==> config.mk <==
export PLATFORM = sky130hd
export DESIGN_NAME = port_avalon_bridge_flat
export DESIGN_NICKNAME = d
export VERILOG_FILES = /design/src/rtl/port_avalon_bridge_if.sv /design/src/rtl/port_avalon_bridge.sv /design/src/flat_wrapper.sv
export SDC_FILE = /design/constraint.sdc
export NUM_CORES = 1
export LEC_CHECK = 0
export ABC_CLOCK_PERIOD_IN_PS = 5000
export CORE_ASPECT_RATIO = 1.2
export CORE_MARGIN = 2
export CORE_UTILIZATION = 40
export CTS_CLUSTER_SIZE = 24
export DETAILED_ROUTE_END_ITERATION = 16
export PLACE_DENSITY = 0.75
export SYNTH_ARGS = -nofsm -noshare
export SYNTH_HDL_FRONTEND = slang
export SYNTH_SLANG_ARGS = --single-unit
==> constraint.sdc <==
create_clock -name sdram_clk -period 5 [get_ports sdram_clk]
set_input_delay 0.5 -clock sdram_clk [delete_from_list [all_inputs] [get_ports sdram_clk]]
set_output_delay 0.5 -clock sdram_clk [all_outputs]
set_load 0.01 [all_outputs]
==> src/rtl/port_avalon_bridge_if.sv <==
// rtl/port_avalon_bridge_if.sv - request port and Avalon-MM master signal bundle for port_avalon_bridge
interface port_avalon_bridge_if #(
    parameter int BURSTCOUNT_WIDTH = 5
);
    logic                        acc_i;
    logic                        we_i;
    logic [31:0]                 adr_i;
    logic [31:0]                 dat_i;
    logic [3:0]                  sel_i;
    logic [3:0]                  buf_width_i;
    logic                        ack_o;
    logic [31:0]                 adr_o;
    logic [31:0]                 dat_o;
    logic [31:0]                 avm_address;
    logic [BURSTCOUNT_WIDTH-1:0] avm_burstcount;
    logic                        avm_read;
    logic                        avm_write;
    logic [31:0]                 avm_writedata;
    logic [3:0]                  avm_byteenable;
    logic                        avm_waitrequest;
    logic [31:0]                 avm_readdata;
    logic                        avm_readdatavalid;

    // Bridge side: serves the port's requests, masters the Avalon bus
    modport slave (
        input  acc_i, we_i, adr_i, dat_i, sel_i, buf_width_i,
        output ack_o, adr_o, dat_o,
        output avm_address, avm_burstcount, avm_read, avm_write,
        output avm_writedata, avm_byteenable,
        input  avm_waitrequest, avm_readdata, avm_readdatavalid
    );

    // Environment side: issues requests and answers the Avalon bus
    modport master (
        output acc_i, we_i, adr_i, dat_i, sel_i, buf_width_i,
        input  ack_o, adr_o, dat_o,
        input  avm_address, avm_burstcount, avm_read, avm_write,
        input  avm_writedata, avm_byteenable,
        output avm_waitrequest, avm_readdata, avm_readdatavalid
    );
endinterface

==> src/rtl/port_avalon_bridge.sv <==
// rtl/port_avalon_bridge.sv - buffered port acc/we/ack requests to Avalon-MM line bursts and single writes
module port_avalon_bridge #(
    parameter int MAX_BUF_WIDTH    = 4,
    parameter int BURSTCOUNT_WIDTH = 5
) (
    input logic                  sdram_clk,
    input logic                  sdram_rst,
    port_avalon_bridge_if.slave  bus
);
    localparam int CNT_W = MAX_BUF_WIDTH + 1;

    typedef enum logic [2:0] {
        IDLE,
        WR_CMD,
        RD_CMD,
        RD_DATA,
        DONE
    } state_t;

    state_t           state;
    state_t           state_nxt;
    logic [CNT_W-1:0] beat_cnt;
    logic [CNT_W-1:0] beat_len;
    logic [CNT_W-1:0] beat_inc;
    logic [CNT_W-1:0] req_len;
    logic [31:0]      base;
    logic [31:0]      req_base;
    logic [3:0]       req_bw;
    logic             rd_beat;
    logic             last_beat;

    // Clamp the requested line width and derive burst length and line-aligned base
    always_comb begin
        req_bw = bus.buf_width_i;
        if (bus.buf_width_i > 4'(MAX_BUF_WIDTH)) begin
            req_bw = 4'(MAX_BUF_WIDTH);
        end
        req_len  = CNT_W'(1) << req_bw;
        req_base = bus.adr_i & ~((32'd4 << req_bw) - 32'd1);
    end

    // Next-state logic; read beats count in RD_CMD too since data can arrive with acceptance
    always_comb begin
        state_nxt = state;
        beat_inc  = beat_cnt + 1'b1;
        rd_beat   = ((state == RD_CMD) || (state == RD_DATA)) && bus.avm_readdatavalid;
        last_beat = rd_beat && (beat_inc == beat_len);
        case (state)
            IDLE: begin
                if (bus.acc_i) begin
                    if (!bus.we_i) begin
                        state_nxt = RD_CMD;
                    end else if (bus.sel_i != 4'd0) begin
                        state_nxt = WR_CMD;
                    end else begin
                        state_nxt = DONE;
                    end
                end
            end
            WR_CMD: begin
                if (!bus.avm_waitrequest) begin
                    state_nxt = DONE;
                end
            end
            RD_CMD: begin
                if (last_beat) begin
                    state_nxt = DONE;
                end else if (!bus.avm_waitrequest) begin
                    state_nxt = RD_DATA;
                end
            end
            RD_DATA: begin
                if (last_beat) begin
                    state_nxt = DONE;
                end
            end
            DONE:    state_nxt = IDLE;
            default: state_nxt = IDLE;
        endcase
    end

    // State register
    always_ff @(posedge sdram_clk or posedge sdram_rst) begin
        if (sdram_rst) begin
            state <= IDLE;
        end else begin
            state <= state_nxt;
        end
    end

    // Avalon command registers, beat counter and port response registers
    always_ff @(posedge sdram_clk or posedge sdram_rst) begin
        if (sdram_rst) begin
            bus.ack_o          <= 1'b0;
            bus.adr_o          <= 32'd0;
            bus.dat_o          <= 32'd0;
            bus.avm_address    <= 32'd0;
            bus.avm_burstcount <= BURSTCOUNT_WIDTH'(1);
            bus.avm_read       <= 1'b0;
            bus.avm_write      <= 1'b0;
            bus.avm_writedata  <= 32'd0;
            bus.avm_byteenable <= 4'd0;
            beat_cnt           <= '0;
            beat_len           <= '0;
            base               <= 32'd0;
        end else begin
            bus.ack_o <= 1'b0;
            case (state)
                IDLE: begin
                    if (bus.acc_i) begin
                        if (bus.we_i) begin
                            if (bus.sel_i != 4'd0) begin
                                bus.avm_address    <= {bus.adr_i[31:2], 2'b00};
                                bus.avm_writedata  <= bus.dat_i;
                                bus.avm_byteenable <= bus.sel_i;
                                bus.avm_burstcount <= BURSTCOUNT_WIDTH'(1);
                                bus.avm_write      <= 1'b1;
                            end else begin
                                bus.ack_o <= 1'b1;
                            end
                        end else begin
                            base               <= req_base;
                            beat_len           <= req_len;
                            beat_cnt           <= '0;
                            bus.avm_address    <= req_base;
                            bus.avm_burstcount <= BURSTCOUNT_WIDTH'(req_len);
                            bus.avm_read       <= 1'b1;
                        end
                    end
                end
                WR_CMD: begin
                    if (!bus.avm_waitrequest) begin
                        bus.avm_write <= 1'b0;
                        bus.ack_o     <= 1'b1;
                    end
                end
                RD_CMD, RD_DATA: begin
                    if (!bus.avm_waitrequest || last_beat) begin
                        bus.avm_read <= 1'b0;
                    end
                    if (rd_beat) begin
                        bus.ack_o <= 1'b1;
                        bus.dat_o <= bus.avm_readdata;
                        bus.adr_o <= base | (32'(beat_cnt) << 2);
                        beat_cnt  <= beat_inc;
                    end
                end
                default: ;
            endcase
        end
    end
endmodule

==> src/flat_wrapper.sv <==
// flat-port wrapper written by rule: the top's interface ports become plain ports
module port_avalon_bridge_flat 
#(
    parameter int MAX_BUF_WIDTH    = 4,
    parameter int BURSTCOUNT_WIDTH = 5
)
  (sdram_clk, sdram_rst, bus_acc_i, bus_we_i, bus_adr_i, bus_dat_i, bus_sel_i, bus_buf_width_i, bus_ack_o, bus_adr_o, bus_dat_o, bus_avm_address, bus_avm_burstcount, bus_avm_read, bus_avm_write, bus_avm_writedata, bus_avm_byteenable, bus_avm_waitrequest, bus_avm_readdata, bus_avm_readdatavalid);
  port_avalon_bridge_if #(.BURSTCOUNT_WIDTH(BURSTCOUNT_WIDTH)) bus_i ();
  input logic sdram_clk;
  input logic sdram_rst;
  input wire logic [$bits(bus_i.acc_i)-1:0] bus_acc_i;
  input wire logic [$bits(bus_i.we_i)-1:0] bus_we_i;
  input wire logic [$bits(bus_i.adr_i)-1:0] bus_adr_i;
  input wire logic [$bits(bus_i.dat_i)-1:0] bus_dat_i;
  input wire logic [$bits(bus_i.sel_i)-1:0] bus_sel_i;
  input wire logic [$bits(bus_i.buf_width_i)-1:0] bus_buf_width_i;
  output wire logic [$bits(bus_i.ack_o)-1:0] bus_ack_o;
  output wire logic [$bits(bus_i.adr_o)-1:0] bus_adr_o;
  output wire logic [$bits(bus_i.dat_o)-1:0] bus_dat_o;
  output wire logic [$bits(bus_i.avm_address)-1:0] bus_avm_address;
  output wire logic [$bits(bus_i.avm_burstcount)-1:0] bus_avm_burstcount;
  output wire logic [$bits(bus_i.avm_read)-1:0] bus_avm_read;
  output wire logic [$bits(bus_i.avm_write)-1:0] bus_avm_write;
  output wire logic [$bits(bus_i.avm_writedata)-1:0] bus_avm_writedata;
  output wire logic [$bits(bus_i.avm_byteenable)-1:0] bus_avm_byteenable;
  input wire logic [$bits(bus_i.avm_waitrequest)-1:0] bus_avm_waitrequest;
  input wire logic [$bits(bus_i.avm_readdata)-1:0] bus_avm_readdata;
  input wire logic [$bits(bus_i.avm_readdatavalid)-1:0] bus_avm_readdatavalid;
  assign bus_i.acc_i = bus_acc_i;
  assign bus_i.we_i = bus_we_i;
  assign bus_i.adr_i = bus_adr_i;
  assign bus_i.dat_i = bus_dat_i;
  assign bus_i.sel_i = bus_sel_i;
  assign bus_i.buf_width_i = bus_buf_width_i;
  assign bus_ack_o = bus_i.ack_o;
  assign bus_adr_o = bus_i.adr_o;
  assign bus_dat_o = bus_i.dat_o;
  assign bus_avm_address = bus_i.avm_address;
  assign bus_avm_burstcount = bus_i.avm_burstcount;
  assign bus_avm_read = bus_i.avm_read;
  assign bus_avm_write = bus_i.avm_write;
  assign bus_avm_writedata = bus_i.avm_writedata;
  assign bus_avm_byteenable = bus_i.avm_byteenable;
  assign bus_i.avm_waitrequest = bus_avm_waitrequest;
  assign bus_i.avm_readdata = bus_avm_readdata;
  assign bus_i.avm_readdatavalid = bus_avm_readdatavalid;
  port_avalon_bridge #(.MAX_BUF_WIDTH(MAX_BUF_WIDTH), .BURSTCOUNT_WIDTH(BURSTCOUNT_WIDTH)) u_core (.sdram_clk(sdram_clk), .sdram_rst(sdram_rst), .bus(bus_i));
endmodule
Word-level counts from Yosys, hierarchy flattened:

Cells that the tools add are included.

* reductions and logical operators: 18
* magnitude comparators: 1
* add/subtract/negate cells: 2
* shift operators: 2
* equal/unequal tests: 14
* muxes and demuxes: 32
* bitwise operators: 4

Operators with widths (number)
* 32-bit two-way mux: 2
* 32-bit bitwise AND: 1
* 32-bit NOT: 1
* 32-bit by 7-bit bitwise OR with 32-bit output: 1
* 3-bit by 4-bit << shifter with 32-bit output, first input constant: 1
* 32-bit by 1-bit subtractor with 32-bit output, second input constant: 1
* 5-bit two-way mux: 5
* 3-bit two-way mux: 7
* 4-bit AND reduction: 4
* 1-bit two-way mux: 12
* 3-bit case mux with 4 select lines: 1
* 2-bit by 1-bit inequality test with 1-bit output, second input constant: 5
* 5-bit case mux with 2 select lines: 1
* 2-bit inequality test, second input constant: 4
* 3-bit by 2-bit == test with 1-bit output, second input constant: 2
* 3-bit AND reduction: 2
* 5-bit by 1-bit adder with 5-bit output, second input constant: 1
* 5-bit == test: 1
* 5-bit AND reduction: 1
* 1-bit by 4-bit << shifter with 5-bit output, first input constant: 1
* 4-bit by 3-bit > comparator with 1-bit output, second input constant: 1
* 4-bit two-way mux: 1
* 1-bit case mux with 2 select lines: 2
* 2-bit nonzero test: 2
* 11 further kinds: 13

* output and inout port bits: 140
* logic and storage cells: 86
* register bits: 185

Depth between registers and ports, before layout:

Gate-level depths: netlist of run 1.

* word-level depth: 7
* gate-level depth with buffers: 7
* mapped depth without buffers: 6

Least setup slack after synthesis of run 1:

No wires, ideal clock.

* kind: flip-flop to flip-flop
* start: reg u_core.beat_cnt[0]
* end: reg u_core.state[2]
* buffers on the path: 0
* path slack: 3146 ps
* period minus slack after synthesis: 1854 ps
* required time: 4927 ps
* stages on the path, launching flop included: 7
* arrival: 1781 ps
* setup time: 73 ps
* cell sequence: dfrtp_1 ha_1 xor3_1 nor3_2 a31oi_1 or3_1 a21oi_2

* longest elaborated chain between the ends: 5
* elaborated cells between the ends (all ways): 8
* classes of those cells: add/sub: 1; eq/ne: 3; mux: 2; reduce/logical: 2

Ends and longest elaborated chain
* start: declaration: RTL line port_avalon_bridge.sv:22 `logic [CNT_W-1:0] beat_cnt;`
* start signal: assignment: RTL line port_avalon_bridge.sv:145 `beat_cnt <= beat_inc;`
* 5-bit by 1-bit adder with 5-bit output (*): RTL line port_avalon_bridge.sv:45 `beat_inc = beat_cnt + 1'b1;`
* 5-bit == test (*): RTL line port_avalon_bridge.sv:47 `last_beat = rd_beat && (beat_inc == beat_len);`
* 1-bit logical AND (*): RTL line port_avalon_bridge.sv:47
* 3-bit by 2-bit inequality test with 1-bit output (no source line), or another cell as far along
* 4-bit AND reduction (no source line) or 3-bit case mux with 4 select lines (tied branches)
* end signal: assignment: RTL line port_avalon_bridge.sv:87 `state <= state_nxt;`
* end: declaration: RTL line port_avalon_bridge.sv:20 `state_t state;`

Every way passes the cells marked *; elsewhere a longest branch is shown, timed or not.
A chain may end at the register's enable or synchronous reset.

Final worst setup path of run 1:

* start: in bus_we_i
* end: reg u_core.bus.avm_writedata[27]

* longest elaborated chain between the ends: 1

Ends and longest elaborated chain
* start: declaration: RTL line flat_wrapper.sv:12 `input wire logic [$bits(bus_i.we_i)-1:0] bus_we_i;`
* 4-bit AND reduction (no source line)
* end signal: assignment: RTL line port_avalon_bridge.sv:114 `bus.avm_writedata <= bus.dat_i;`
* end: declaration: RTL line port_avalon_bridge_if.sv:29 `output avm_writedata, avm_byteenable,`

No other way between the ends.

==> out/results.txt, run 1 <==
status = finished clean
Leak = 4.92 nW
Reg2Reg Setup Slack = 2.53 ns
Area growth syn-to-layout = 44.1%
Mapped Area = 0.00717 mm²
Power Density = 614 mW/mm²
Avg Vias per Cell = 4.75
sequential share of the synthesized area = 62.5%
period utilization = 50.5%
setup ws final = 2.47 ns
Net Sw Frac = 32.1%
post-synthesis register bit count = 179
main combinational cell family by area after synthesis = simple AND/OR/NAND/NOR gates
Hold Fails Final Rpt = 0
DRC viols = 0
layout cell share with drive strength beyond 1 = 11.5%
root buffer cell = clkbuf_16
Final TNS setup = 0 ns
Syn Inst Count = 645
post-CTS setup buffer count = 0
Slew Viols, Final = 0
I/O pin total = 250
CTS max path bufs = 2
Die Height = 151 µm
vias in the first global route = 5427
Worst Tran Pin Value = 1.16 ns
clock latency on the worst-skew pair = 0.42 ns
H-tree Lvls = 4
Synth cell types = 42
XOR/XNOR Fraction of Synth Area = 1.31%
CTS buffer count = 17
CTS clock-pin slew for the worst setup and hold paths = 0.07 ns
Register Area = 0.00448 mm²
Setup crit end kind = flip-flop
Die Span X = 126 µm
routed vias = 5292
simple-gate share of the synthesized area = 17.4%
fin nets = 994
Tot GR Track Use = 18.8%
P_sw = 0.00203 W
type of the most critical hold path = flip-flop to flip-flop
YS warnings = 0
top_reg_cell synth = dfrtp_1
initial antenna violation count = 0
FMAX = 396 MHz
CTS tree = done
Setup-failing EPs final = 0
Hold-fix buffers, CTS = 0
Max VDD drop = 0.277 mV
ys async rst share = 100%
WS Path Type = input pin to flip-flop
row count = 53
TritonRoute pass-1 iters = 4
max_cap viols = 0
WP data arrival = 2.82 ns
Die ar. = 0.0190 mm²
Core ar. = 0.0176 mm²
normalized max-slew margin = 22.2%
first-iteration detailed-routing DRC count = 233
post-DR wirelength/cell = 15.7 µm
Initial Util = 40.8%
Synth Area in Adders = 0.349%
crit path launch type = input pin
Final min period = 2.53 ns
RSZ-0062 raised after global routing = false
footprint of the multi-input gates = 0.00250 mm²
largest net degree at the start of global routing = 180
first-pass GRT wire length = 28.1 mm
I/O Buffers = 243
Fill cells = 1456
Final ANT Viol Nets = 0
final wirelength = 17.5 mm
post-synthesis compound-gate area fraction = 5.13%
Setup Slack @ Placement = 2.03 ns
combinational fraction of design power = 40.7%
Max Clock Skew = 0.00918 ns
Clk network pwr share = 20.3%
internal power = 0.00430 W
post-CTS sizing = 0
Post-synth EDFFs = 0
diode count = 0
worst path required time = 5.30 ns
Sink Count = 179
power share of the sequential group = 39.0%
crit path max fanout = 36
post-synthesis mux area share = 10.5%
hpwl dp = 11.9 mm
grt total ovfl = 0
mean cell area of the mapped netlist = 11.1 µm²
Final Wtd Congestion = 0.777
-- routing by layer --
| metal | up-vias | GRT usage (%) | share of wire (%) |
|---|---|---|---|
| li1 | 2565 | - | - |
| met4 | 0 | 6.10 | 1.4 |
| met2 | 178 | 31.9 | 48 |
| met3 | 18 | 5.76 | 6.8 |
| met1 | 2531 | 23.1 | 43 |
| met5 | - | 0 | 0 |
-- power groups by stage --
stage,logic [W],registers [W],clock network [W]
after floorplan,0.00104,0.00269,0
after global placement,0.00258,0.00246,0
after detailed placement,0.00261,0.00249,0
after CTS,0.00262,0.00247,0.00134
after global routing,0.00281,0.00255,0.00139
final,0.00258,0.00247,0.00129
-- cell type report --
type                       count  area share [%]
sequential                   179            43.4
multi-input combinational    432            24.3
timing repair buffer         248            24.0
clock buffer                  19            4.29
tap                          220            2.67
clock inverter                13            1.19
inverter                       4           0.182
-- cells in the mapped netlist (2+ instances only) --
cell | instances | area (µm²)
nand2_1 | 268 | 1010
mux2_2 | 26 | 293
dfrtp_1 | 178 | 4450
nor4_4 | 2 | 42.5
a31oi_1 | 3 | 18.8
xnor2_1 | 5 | 43.8
nand4_1 | 2 | 12.5
a21o_1 | 4 | 30.0
buf_2 | 17 | 85.1
inv_1 | 3 | 11.3
o21ai_1 | 3 | 15.0
buf_4 | 4 | 30.0
mux2_4 | 30 | 450
nor2_1 | 11 | 41.3
a22o_1 | 14 | 123
clkbuf_1 | 9 | 33.8
ha_1 | 2 | 25.0
a21oi_1 | 4 | 20.0
buf_6 | 3 | 33.8
nand3_1 | 7 | 35.0
and2_1 | 3 | 18.8
nor2b_1 | 2 | 12.5
o21ai_0 | 21 | 105
xor2_1 | 3 | 26.3
nand2b_1 | 2 | 12.5
o31ai_1 | 3 | 22.5
-- logic make-up (layout without fill, tap and decap cells) --
kind of cell / count (synthesis) / after routing
xor+xnor: 9 / 9
fa+ha+maj: 2 / 2
simple gates: 304 / 304
other cells: 1 / 4
compound gates: 56 / 56
buf+inv: 37 / 284
mux: 57 / 57
flops: 179 / 179
-- sequential cells by signal, indices dropped and copies added (netlist names) --
signal / flops
u_core.base: 30
u_core.bus.ack_o: 1
u_core.state: 3
u_core.bus.avm_read: 1
u_core.bus.avm_write: 1
u_core.bus.avm_byteenable: 4
u_core.bus.dat_o: 32
u_core.beat_cnt: 5
u_core.bus.avm_writedata: 32
u_core.beat_len: 5
u_core.bus.avm_address: 30
u_core.bus.avm_burstcount: 5
u_core.bus.adr_o: 30
-- worst max-delay path, stage by stage --
cell	delay, ns
clkdlybuf4s50_1	0.60
inv_2	0.12
nor4_4	0.33
nand2_2	0.70
mux2_4	0.55
-- through the flow --
step | utilization (%) | std cells | cell area (µm²) | hold WS (ns) | total power [W]
2_1_floorplan | - | 648 | 7180 | 0.433 | 0.00373
3_3_place_gp | 55.6 | 1083 | 9760 | 0.446 | 0.00504
3_5_place_dp | 55.6 | 1083 | 9760 | 0.451 | 0.00511
4_1_cts | 58.8 | 1115 | 10300 | 0.467 | 0.00643
5_1_grt | 58.8 | 1115 | 10300 | 0.481 | 0.00675
6_report | 58.8 | 1115 | 10300 | 0.465 | 0.00634
-- path summary, 6_finish.rpt --
kind	startpoint	end	cells past startpoint
setup / recovery	bus_we_i	u_core.bus.avm_writedata[27]	5
hold / removal	u_core.bus.adr_o[3]	u_core.bus.adr_o[3]	2
setup reg to reg	u_core.state[1]	u_core.bus.adr_o[6]	5
hold reg to reg	u_core.bus.adr_o[3]	u_core.bus.adr_o[3]	2
max in group asynchronous	sdram_rst	u_core.beat_cnt[3]	3
min in group asynchronous	sdram_rst	u_core.bus.dat_o[0]	3
-- cells in the final DEF (no fill, tap or decap), drive strengths merged, types with 4 or more instances in the layout --
| cell type | synthesis | layout |
|---|---|---|
| nand2 | 269 | 269 |
| a22o | 14 | 14 |
| mux2 | 56 | 56 |
| a21oi | 5 | 5 |
| a21o | 4 | 4 |
| buf | 24 | 5 |
| nor2 | 11 | 11 |
| conb | 1 | 4 |
| clkbuf | 9 | 19 |
| nand3 | 7 | 7 |
| xnor2 | 5 | 5 |
| clkdlybuf4s50 | 0 | 243 |
| clkinv | 0 | 6 |
| o21ai | 24 | 24 |
| dfrtp | 178 | 178 |
| inv | 4 | 9 |
No activity file was read; power rests on OpenSTA's default activity.
==> inputs of run 2 (changes only) <==
--- a/config.mk
+++ b/config.mk
@@ -5,13 +5,13 @@
 export SDC_FILE = /design/constraint.sdc
 export NUM_CORES = 1
 export LEC_CHECK = 0
-export ABC_CLOCK_PERIOD_IN_PS = 5000
+export ABC_CLOCK_PERIOD_IN_PS = 2600
 export CORE_ASPECT_RATIO = 1.2
 export CORE_MARGIN = 2
 export CORE_UTILIZATION = 40
 export CTS_CLUSTER_SIZE = 24
 export DETAILED_ROUTE_END_ITERATION = 16
-export PLACE_DENSITY = 0.75
+export PLACE_DENSITY = 0.72
 export SYNTH_ARGS = -nofsm -noshare
 export SYNTH_HDL_FRONTEND = slang
 export SYNTH_SLANG_ARGS = --single-unit
==> constraint.sdc (replaced) <==
create_clock -name sdram_clk -period 2.6 [get_ports sdram_clk]
set_input_delay 0.26 -clock sdram_clk [delete_from_list [all_inputs] [get_ports sdram_clk]]
set_output_delay 0.26 -clock sdram_clk [all_outputs]
set_load 0.01 [all_outputs]
==> out/results.txt, run 2 (synthesis gave the netlist of run 1 again) <==
H-tree Lvls = 4 (unchanged)
WP data arrival = 2.43 ns (-0.39 ns)
row count = 53 (unchanged)
Worst Tran Pin Value = 0.768 ns (-0.394 ns)
first-pass GRT wire length = 29.0 mm (+3.2%)
crit path max fanout = 6 (-83%)
family with the most delay on the worst path = simple AND/OR/NAND/NOR gates
Leak = 5.04 nW (+2.5%)
RSZ-0062 raised after global routing = false
Core Util, Final = 60.1% (+1.3 points)
I/O pin total = 250 (unchanged)
I/O Buffers = 243 (unchanged)
FMAX = 479 MHz
Setup crit end kind = flip-flop
Area growth syn-to-layout = 47.4%
max_cap viols = 0 (unchanged)
Power Density = 1180 mW/mm² (+92%)
final wirelength = 17.9 mm (+2.3%)
most common cell after layout, fill and taps aside = nand2_1
grt total ovfl = 0 (unchanged)
Hold-fix buffers, CTS = 0 (unchanged)
Top Registers = u_core.bus.avm_writedata (32), u_core.bus.dat_o (32)
diode count = 0 (unchanged)
Initial Util = 40.8% (unchanged)
worst path required time = 2.94 ns (-2.36 ns)
post-DR wirelength/cell = 15.8 µm (+0.94%)
Die ar. = 0.0190 mm² (unchanged)
CP Cell Sequence = ha_1 -> xor3_1 -> nor3_2 -> a31oi_1 -> or3_1 -> a21oi_2
Setup crit start = u_core.beat_cnt[0]
clock latency on the worst-skew pair = 0.42 ns (about the same)
hpwl dp = 12.7 mm (+6.9%)
CTS max path bufs = 2 (unchanged)
layout cell share with drive strength beyond 1 = 13.0% (+1.5 points)
WS Path Type = flip-flop to flip-flop
crit path launch type = flip-flop
Design Power = 0.0125 W (+96%)
DRC viols = 0 (unchanged)
status = finished clean
Core ar. = 0.0176 mm² (unchanged)
Final ANT Viol Nets = 0 (unchanged)
post-CTS setup buffer count = 0 (unchanged)
CTS clock-pin slew for the worst setup and hold paths = 0.07 ns (about the same)
reg-to-reg startpoint = u_core.beat_cnt[0]
Tot GR Track Use = 19.3% (+0.44 points)
post-layout instance area = 0.0106 mm² (+2.3%)
normalized max-slew margin = 48.7% (+26 points)
routed vias = 5453 (+3.0%)
vias in the first global route = 5555 (+2.4%)
type of the most critical hold path = input pin to async pin
Max Clock Skew = 0.0106 ns (+0.00139 ns)
slowest stage cell, crit path = dfrtp_1
post-CTS sizing = 0 (unchanged)
Final min period = 2.09 ns
largest net degree at the start of global routing = 65 (-64%)
Post-DP Area = 0.00996 mm² (+2.1%)
TritonRoute pass-1 iters = 4 (unchanged)
Crit path largest cell delay = 0.46 ns (-0.24 ns)
Die Span X = 126 µm (unchanged)
Avg Vias per Cell = 4.83 (+1.7%)
CTS buffer count = 17 (unchanged)
Hold Fails Final Rpt = 0 (unchanged)
fin nets = 1009 (+1.5%)
Max VDD drop = 0.517 mV (+87%)
root buffer cell = clkbuf_16
Setup-failing EPs final = 0 (unchanged)
period utilization = 80.3%
crit path buf inv count = 0 (-2)
initial antenna violation count = 0 (unchanged)
Final TNS setup = 0 ns (unchanged)
Final Wtd Congestion = 0.816 (+5.0%)
commonest non-fill, non-tap cells in the layout = nand2_1, clkdlybuf4s50_1, dfrtp_1
Sink Count = 179 (unchanged)
CTS tree = done
Slew Viols, Final = 0 (unchanged)
first-iteration detailed-routing DRC count = 325 (+39%)
Die Height = 151 µm (unchanged)
-- run 2: power by group --
part / internal, W / switching (W) / leakage, nW
sequential: 0.00404 / 0.000713 / 2.23
combinational: 0.00296 / 0.00213 / 2.51
clock: 0.00149 / 0.00112 / 0.299
-- run 2: worst paths after layout --
check / endpoint / slack (ns) / cells after the start
hold reg to reg: u_core.base[3] / 0.46 / 2
setup reg to reg: u_core.state[2] / 0.51 / 6
setup / recovery: u_core.state[2] / 0.51 / 6
min in group sdram_clk: u_core.bus.dat_o[20] / 0.37 / 3
hold / removal: u_core.bus.adr_o[3] / 0.34 / 2
max in group asynchronous: u_core.bus.avm_address[12] / 1.59 / 3
-- run 2: through the flow --
stage	setup WS, ns	cells	hold WS [ns]
CTS	0.525	1130	0.332
global placement	0.404	1098	0.445
detailed placement	0.373	1098	0.451
global route	0.444	1130	0.358
finish	0.513	1130	0.341
floorplan	0.0462	648	0.365
-- run 2: final cells by class --
type / instances / area [µm²]
multi-input cells: 432 / 2500
fillers: 1455 / 7010
flip-flops and latches: 179 / 4480
clock inverters: 12 / 145
inverters: 4 / 18.8
clock buffers: 20 / 457
well taps: 220 / 275
repair buffers: 263 / 2680
-- run 2: per-layer routing --
layer / share of wire, % / wire (µm) / global-route usage (%)
met5: 0 / 0 / 0
met4: 0.92 / 164 / 5.49
met3: 5.8 / 1040 / 4.98
met2: 50 / 8900 / 33.3
met1: 44 / 7790 / 24.0
==> inputs of run 3 (changes only) <==
--- a/config.mk
+++ b/config.mk
@@ -5,7 +5,7 @@
 export SDC_FILE = /design/constraint.sdc
 export NUM_CORES = 1
 export LEC_CHECK = 0
-export ABC_CLOCK_PERIOD_IN_PS = 2600
+export ABC_CLOCK_PERIOD_IN_PS = 2000
 export CORE_ASPECT_RATIO = 1.2
 export CORE_MARGIN = 2
 export CORE_UTILIZATION = 40
==> constraint.sdc (replaced) <==
create_clock -name sdram_clk -period 2 [get_ports sdram_clk]
set_input_delay 0.2 -clock sdram_clk [delete_from_list [all_inputs] [get_ports sdram_clk]]
set_output_delay 0.2 -clock sdram_clk [all_outputs]
set_load 0.01 [all_outputs]
==> out/results.txt, run 3 (synthesis gave the netlist of run 1 again) <==
status = finished clean
first-pass GRT wire length = 29.3 mm (+0.90%)
Post-DP Area = 0.0101 mm² (+1.4%)
crit path buf inv count = 0 (unchanged)
Setup Slack @ Placement = -0.0660 ns (-0.439 ns)
diode count = 0 (unchanged)
post-layout instance area = 0.0107 mm² (+0.85%)
CTS tree = done
worst path required time = 2.35 ns (-0.59 ns)
vias in the first global route = 5664 (+2.0%)
Core Util, Final = 60.6% (+0.51 points)
WP data arrival = 2.21 ns (-0.22 ns)
Reg2Reg Setup Slack = 0.14 ns (-0.37 ns)
H-tree Lvls = 4 (unchanged)
Hold Fails Final Rpt = 0 (unchanged)
grt total ovfl = 0 (unchanged)
layout cell share with drive strength beyond 1 = 14.2% (+1.2 points)
CTS buffer count = 17 (unchanged)
period utilization = 92.9% (+13 points)
Max Clock Skew = 0.00723 ns (-0.00334 ns)
type of the most critical hold path = input pin to async pin
Worst Tran Pin Value = 0.533 ns (-0.235 ns)
CP Cell Sequence = ha_1 -> xor3_1 -> nor3_4 -> a31oi_1 -> or3_1 -> a21oi_2
CTS clock-pin slew for the worst setup and hold paths = 0.07 ns (about the same)
Sink Count = 179 (unchanged)
row count = 53 (unchanged)
hpwl dp = 13.1 mm (+3.0%)
I/O Buffers = 243 (unchanged)
reg-to-reg startpoint = u_core.beat_cnt[0]
max_cap viols = 0 (unchanged)
setup ws final = 0.142 ns (-0.371 ns)
RSZ-0062 raised after global routing = false
Die ar. = 0.0190 mm² (unchanged)
Setup crit start = u_core.beat_cnt[0]
Die Span X = 126 µm (unchanged)
Crit path largest cell delay = 0.40 ns (-0.06 ns)
Die Height = 151 µm (unchanged)
FMAX = 538 MHz (+12%)
slowest stage cell, crit path = xor3_1
Initial Util = 40.8% (unchanged)
DRC viols = 0 (unchanged)
Leak = 5.09 nW (+1.0%)
post-CTS setup buffer count = 0 (unchanged)
Worst R2R End = u_core.state[2]
r2r worst-path depth = 6 (unchanged)
Setup crit end kind = flip-flop
Tot GR Track Use = 19.6% (+0.38 points)
Stages on worst setup path = 6 (unchanged)
Hold WS = 0.249 ns (-0.0915 ns)
Max VDD drop = 0.782 mV (+51%)
Hold-fix buffers, CTS = 0 (unchanged)
Core ar. = 0.0176 mm² (unchanged)
post-CTS sizing = 0 (unchanged)
CTS max path bufs = 2 (unchanged)
Power Density = 1500 mW/mm² (+28%)
Slew Viols, Final = 0 (unchanged)
initial antenna violation count = 0 (unchanged)
family with the most delay on the worst path = simple AND/OR/NAND/NOR gates
Final min period = 1.86 ns (-0.229 ns)
crit path to = u_core.state[2]
routed vias = 5491 (+0.70%)
crit path launch type = flip-flop
Avg Vias per Cell = 4.80 (-0.62%)
first-iteration detailed-routing DRC count = 217 (-33%)
crit path max fanout = 3 (-3)
Setup-failing EPs final = 0 (unchanged)
Top Registers = u_core.bus.avm_writedata (32), u_core.bus.dat_o (32)
Final Wtd Congestion = 0.809 (-0.88%)
fin nets = 1024 (+1.5%)
post-DR wirelength/cell = 15.8 µm (-0.39%)
TritonRoute pass-1 iters = 4 (unchanged)
most common cell after layout, fill and taps aside = nand2_1
normalized max-slew margin = 64.5% (+16 points)
Final ANT Viol Nets = 0 (unchanged)
commonest non-fill, non-tap cells in the layout = nand2_1, clkdlybuf4s50_1, dfrtp_1
Area growth syn-to-layout = 48.6%
final wirelength = 18.1 mm (+0.93%)
clock latency on the worst-skew pair = 0.42 ns (about the same)
largest net degree at the start of global routing = 73 (+12%)
root buffer cell = clkbuf_16
WS Path Type = flip-flop to flip-flop
I/O pin total = 250 (unchanged)
[run 3: cell count changes in the layout (fill, tap and decap cells not counted), sizes merged]
| cell | previous run | this run |
|---|---|---|
| buf | 20 | 35 |
| clkinvlp | 1 | 2 |
| inv | 8 | 6 |
| clkbuf | 20 | 23 |
| bufinv | 2 | 0 |
[run 3: worst min path at each step]
stage / from / endpoint / slack [ns]
global placement: u_core.base[21] / u_core.bus.adr_o[21] / 0.45
floorplan: bus_adr_i[10] / u_core.base[10] / 0.31
CTS: sdram_rst / u_core.bus.avm_byteenable[0] / 0.23
finish: sdram_rst / u_core.bus.avm_byteenable[1] / 0.25
global route: sdram_rst / u_core.bus.avm_byteenable[1] / 0.27
detailed placement: u_core.base[23] / u_core.bus.adr_o[23] / 0.45
[run 3: report_power, final]
part,leakage (nW),internal (W),switching [W]
Sequential,2.23,0.00526,0.000939
Combinational,2.59,0.00393,0.00280
Clock,0.269,0.00171,0.00139
Total,5.09,0.0109,0.00514
[run 3: layer usage]
layer | vias up | share of wire [%] | wire length (µm) | global-route usage, %
met4 | 0 | 1.8 | 333 | 7.25
met1 | 2647 | 42 | 7520 | 23.3
met2 | 193 | 50 | 9040 | 34.0
met3 | 25 | 6.5 | 1180 | 5.72
li1 | 2626 | - | - | -
met5 | - | 0 | 0 | 0
[run 3: cell type report]
class / count / area [µm²]
fillers: 1455 / 6920
flip-flops and latches: 179 / 4480
repair buffers: 278 / 2820
multi-input cells: 432 / 2510
clock buffers: 23 / 478
well taps: 220 / 275
clock inverters: 9 / 70.1
inverters: 4 / 18.8
[run 3: tightest hold or removal path: stages]
cell	delay, ns
clkdlybuf4s50_1	0.46
clkinvlp_4	0.15
buf_12	0.21
[run 3: through the flow]
stage | instances | setup TNS [ns] | power [W]
after detailed placement | 1113 | -0.891 | 0.0131
final | 1145 | 0 | 0.0160
after CTS | 1145 | 0 | 0.0162
after floorplan | 648 | -87.89 | 0.00932
after global placement | 1113 | -0.815 | 0.0129
after global routing | 1145 | 0 | 0.0171
